<file path="config.mk">
export PLATFORM = sky130hd
export DESIGN_NAME = comando_vai_vem
export DESIGN_NICKNAME = d
export VERILOG_FILES = /design/src/rtl/comando_vai_vem.sv
export SDC_FILE = /design/constraint.sdc
export NUM_CORES = 1
export LEC_CHECK = 0
export CAP_MARGIN = 10
export CORE_MARGIN = 1
export CORE_UTILIZATION = 42
export DETAILED_ROUTE_END_ITERATION = 8
export GPL_TIMING_DRIVEN = 0
export PLACE_DENSITY = 0.82
export SYNTH_ARGS = -nofsm -noshare
export SYNTH_HDL_FRONTEND = slang
export SYNTH_SLANG_ARGS = --single-unit
</file>
<file path="constraint.sdc">
create_clock -name clock -period 1.3 [get_ports clock]
set_input_delay 0.26 -clock clock [delete_from_list [all_inputs] [get_ports clock]]
set_output_delay 0.26 -clock clock [all_outputs]
set_load 0.05 [all_outputs]
</file>
<file path="src/rtl/comando_vai_vem.sv">
// comando_vai_vem
//   Position controller for the saturating up/down position counter.
//   On request it steps the counter from its current position (pos) to a
//   target (alvo), one unit per step, one step every PASSO+2 cycles, and
//   reports busy/done/error to the supervising FSM.
//
// Ports
//   clock       in   1  system clock, rising edge
//   zera_as_n   in   1  asynchronous reset, active low
//   iniciar     in   1  start request (accepted only when idle)
//   cancelar    in   1  abort the current move (any busy state)
//   alvo        in   N  target position, latched on accepted start
//   pos         in   N  current counter position (counter Q)
//   vai         out  1  step-up command
//   vem         out  1  step-down command
//   enable_mov  out  1  step strobe, one cycle per step
//   ocupado     out  1  high whenever not idle
//   pronto      out  1  one-cycle pulse: target reached
//   erro        out  1  one-cycle pulse: start rejected (alvo >= M)
module comando_vai_vem #(
  parameter int M     = 100,
  parameter int N     = 7,
  parameter int PASSO = 4
) (
  input  logic         clock,
  input  logic         zera_as_n,
  input  logic         iniciar,
  input  logic         cancelar,
  input  logic [N-1:0] alvo,
  input  logic [N-1:0] pos,
  output logic         vai,
  output logic         vem,
  output logic         enable_mov,
  output logic         ocupado,
  output logic         pronto,
  output logic         erro
);

  localparam int TW = $clog2(PASSO) + 1;
  localparam logic [TW-1:0] LP_TMAX = TW'(PASSO - 1);
  // One extra bit so that M == 2**N still compares correctly.
  localparam logic [N:0]    LP_M    = (N+1)'(M);

  typedef enum logic [2:0] {
    OCIOSO,
    CHECA,
    MOVE,
    ESPERA,
    FIM
  } estado_t;

  estado_t         r_estado;
  estado_t         w_prox;
  logic [N-1:0]    r_alvo;
  logic            r_dir;
  logic [TW-1:0]   r_timer;
  logic            r_erro;

  logic            w_alvo_ok;
  logic            w_aceita;
  logic            w_rejeita;

  assign w_alvo_ok = ({1'b0, alvo} < LP_M);
  assign w_aceita  = (r_estado == OCIOSO) && iniciar && w_alvo_ok;
  assign w_rejeita = (r_estado == OCIOSO) && iniciar && !w_alvo_ok;

  always_ff @(posedge clock or negedge zera_as_n) begin
    if (!zera_as_n) begin
      r_estado <= OCIOSO;
    end else begin
      r_estado <= w_prox;
    end
  end

  always_comb begin
    w_prox     = r_estado;
    vai        = 1'b0;
    vem        = 1'b0;
    enable_mov = 1'b0;
    ocupado    = 1'b1;
    pronto     = 1'b0;
    case (r_estado)
      OCIOSO: begin
        ocupado = 1'b0;
        if (w_aceita) w_prox = CHECA;
      end
      CHECA: begin
        if (pos == r_alvo) w_prox = FIM;
        else               w_prox = MOVE;
      end
      MOVE: begin
        enable_mov = 1'b1;
        vai        = r_dir;
        vem        = ~r_dir;
        w_prox     = ESPERA;
      end
      ESPERA: begin
        if (r_timer == '0) w_prox = CHECA;
      end
      FIM: begin
        pronto = 1'b1;
        w_prox = OCIOSO;
      end
      default: begin
        w_prox = OCIOSO;
      end
    endcase
    // Abort wins over every busy-state transition.
    if (cancelar && (r_estado != OCIOSO)) w_prox = OCIOSO;
  end

  always_ff @(posedge clock or negedge zera_as_n) begin
    if (!zera_as_n) begin
      r_alvo  <= '0;
      r_dir   <= 1'b0;
      r_timer <= '0;
      r_erro  <= 1'b0;
    end else begin
      r_erro <= w_rejeita;
      if (w_aceita) r_alvo <= alvo;
      if (r_estado == CHECA && pos != r_alvo) r_dir <= (pos < r_alvo);
      if (r_estado == MOVE)                   r_timer <= LP_TMAX;
      else if (r_estado == ESPERA && r_timer != '0) r_timer <= r_timer - 1'b1;
    end
  end

  assign erro = r_erro;

endmodule

</file>
==> results by group <==
Run status
  • Outcome: complete, but fails checks
  • Violated checks: setup timing

Global route
  • Largest net degree at the start of global routing: 16
  • Initial antenna violation count: 0
  • Total GRT Usage: 0.203
  • Global-route wire length before repair: 3170 µm
  • Vias in the first global route: 803
  • Overflow after GRT: 0

Routing
  • WL met2: 1190 µm
  • Antenna viol nets, final: 0
  • M1 WL: 820 µm
  • DR vias/cell: 5.24
  • DR vias: 776
  • Metal3 WL: 85 µm
  • Initial DRC Count: 7
  • WL final: 2140 µm
  • Per-cell routed wire length: 14.5 µm
  • DR pass1 iterations: 4
  • Max layer used: met4
  • DRC violation count after routing: 0

Logic synthesis
  • Seq/Total Area, Yosys: 0.419
  • Top FF cell, synth: dfrtp_1
  • Post-Synth XOR/XNOR Area: 0
  • Yosys top cell area share: 0.419
  • Commonest cells post-synth: dfrtp_1, inv_1, ha_1, nor2_1, mux2_2
  • Post-synthesis compound-gate area fraction: 0.137
  • Ys async rst share: 1.00
  • Yosys reg bits: 15
  • Multiplexer area fraction after synthesis: 0.0880
  • Average size of a mapped cell: 10.8 µm²
  • Synth cell types: 29
  • Cells after Synth: 83
  • Number of enable flip-flop cells after synthesis: 0
  • Main combinational cell family by area after synthesis: simple AND/OR/NAND/NOR gates
  • Post-Synthesis Cell Area: 896 µm²
  • Leading area contributor after synthesis: dfrtp_1
  • Synth warnings: 0
  • Simple-Gate Fraction of Synth Area: 0.168
  • Synth Net Count: 110
  • Top cells by area, synth: dfrtp_1, ha_1, mux2_2
  • Most frequent cell after synthesis: dfrtp_1
  • Post-synthesis adder-cell area fraction: 0.126

Clock network
  • Clk_lat worst skew: 290 ps
  • Clk slew on worst S/H paths: 90 ps
  • TritonCTS buffer count: 3
  • Root Driver: clkbuf_4
  • Sinks on the clock net: 15
  • Max Buffers Root-to-Sink: 2
  • CTS tree: built
  • Post-CTS Hold Buffers: 0
  • H-tree depth: 1

Power
  • Power Density: 1630 nW/µm²
  • Leakage power: 0.000636 µW
  • Maximum vdd drop: 0.934 mV

Setup path
  • CP Class: reg -> out
  • Worst path arrival time: 1350 ps
  • CP startpoint kind: register
  • Setup crit end kind: output pin
  • Slowest cell on the critical path: dfrtp_2
  • Max incr delay on CP: 410 ps
  • Crit path max fanout: 3
  • Critical Path RT: 1040 ps
  • Critical-path cell list: or2b_4, nor2_4, and2_4, buf_8

Timing
  • Hold_ws: 379 ps
  • Max-slew violations: 0
  • Final Cycle Share: 1.24
  • TNS Setup: -3650 ps
  • Post-layout worst setup margin: -314 ps
  • Worst Tran Pin Value: 698 ps
  • Slew HR: 0.533
  • Worst clock skew: 5.89 ps
  • Final Hold Viols: 0
  • Final setup fails: 19
  • Min Clock Period, post-route: 1610 ps
  • Fmax: 0.620 GHz
  • RSZ-0062 raised after global routing: true

Cells and area
  • Antenna cell count: 0
  • Final Cell Area: 1460 µm²
  • Filler Cell Count: 128
  • Area grow syn2layout: 62.4%
  • Layout cells sized above 1: 0.496
  • Layout Nets: 149

Placement
  • # port buffers: 23
  • Global placer's final weighted congestion: 0.747
  • Post-DP Area: 1190 µm²
  • Hpwl dp: 1370 µm

Die
  • Num rows: 16
  • Die boundary width: 48.2 µm
  • Height of the chip: 48.2 µm
  • Core ar.: 1980 µm²
  • Initial Utilization: 0.452
  • Die area: 2320 µm²
  • Ports: 24

Min path
  • HP Class: in -> async

Run
  • Max-cap violation count: 0
[where the power goes]
| part | internal [µW] | switching [µW] | leakage (µW) |
|---|---|---|---|
| registers | 623 | 107 | 0.000177 |
| clock network | 120 | 154 | 0.0000150 |
| logic | 704 | 671 | 0.000444 |
[layer usage]
layer	up-vias	track usage
li1	374	-
met1	367	0.210
met2	30	0.371
met3	5	0.0407
met4	0	0.128
met5	-	0
[cell usage in the layout (no fill, tap or decap), drive strengths merged]
| cell | instances |
|---|---|
| buf | 17 |
| dfrtp | 15 |
| clkdlybuf4s50 | 14 |
| inv | 12 |
| ha | 9 |
| nor2 | 7 |
| mux2 | 7 |
| nor3 | 5 |
| clkbuf | 4 |
| dlygate4sd2 | 3 |
| a21oi | 3 |
| nand2 | 2 |
| a211oi | 2 |
| o21ai | 2 |
| nand3 | 2 |
| nand2b | 2 |
| a22o | 2 |
| a22oi | 2 |
| or2b | 1 |
| o311ai | 1 |
| nor3b | 1 |
| and2 | 1 |
| nand4 | 1 |
| or2 | 1 |
| nand3b | 1 |
| o41ai | 1 |
| o31ai | 1 |
| a31oi | 1 |
| clkdlybuf4s15 | 1 |
[what timing repair did]
action	4_1_cts	5_1_grt
buffers inserted	8	3
pin swaps	10	8
endpoints found under the setup margin	18	19
resized for setup	57	16
[worst max-delay path, delay by kind of cell, from the launching register on]
kind,cells,cell delay (ps)
buf+inv,1,140
flops,1,410
simple gates,3,520
[flip-flops by register name, indices dropped and copies added, names as in the netlist]
register / count
r_dir: 1
r_timer: 3
r_estado: 3
r_alvo: 7
erro: 1
[final cells by class]
type,count,area [µm²],area share
multi-input combinational,55,632,0.434
sequential,15,378,0.260
timing repair buffer,34,329,0.226
inverter,12,45.0,0.0310
tap,27,33.8,0.0232
clock buffer,4,26.3,0.0181
buffer,1,11.3,0.00774
[through the flow]
| step | total power [µW] | utilization | setup slack (ps) | std cells |
|---|---|---|---|---|
| 2_1_floorplan | 1380 | - | -298 | 83 |
| 3_3_place_gp | 1580 | 0.601 | -747 | 133 |
| 3_5_place_dp | 1640 | 0.601 | -764 | 133 |
| 4_1_cts | 2170 | 0.687 | -329 | 145 |
| 5_1_grt | 2520 | 0.734 | -367 | 148 |
| 6_report | 2380 | 0.734 | -314 | 148 |
[path summary, 6_finish.rpt]
check | startpoint | depth (start not counted) | slack [ps] | to
min in group clock | r_alvo[2]$_DFFE_PN0P_ | 1 | 510 | r_alvo[2]$_DFFE_PN0P_
max in group asynchronous | zera_as_n | 1 | 430 | r_estado[2]$_DFFE_PN0P_
min | zera_as_n | 1 | 380 | r_estado[0]$_DFFE_PN0P_
min reg2reg | r_alvo[2]$_DFFE_PN0P_ | 1 | 510 | r_alvo[2]$_DFFE_PN0P_
max reg2reg | r_estado[2]$_DFFE_PN0P_ | 6 | -250 | r_alvo[3]$_DFFE_PN0P_
max | r_estado[2]$_DFFE_PN0P_ | 4 | -310 | vai
[cell families after synthesis]
logic type	count (synthesis)
AND/OR/NAND/NOR	24
AO/OA/AOI/OAI	15
flip-flops	15
buffers and inverters	13
adder cells (fa/ha/maj)	9
multiplexers	7
Power figures use the tool's default switching activity.
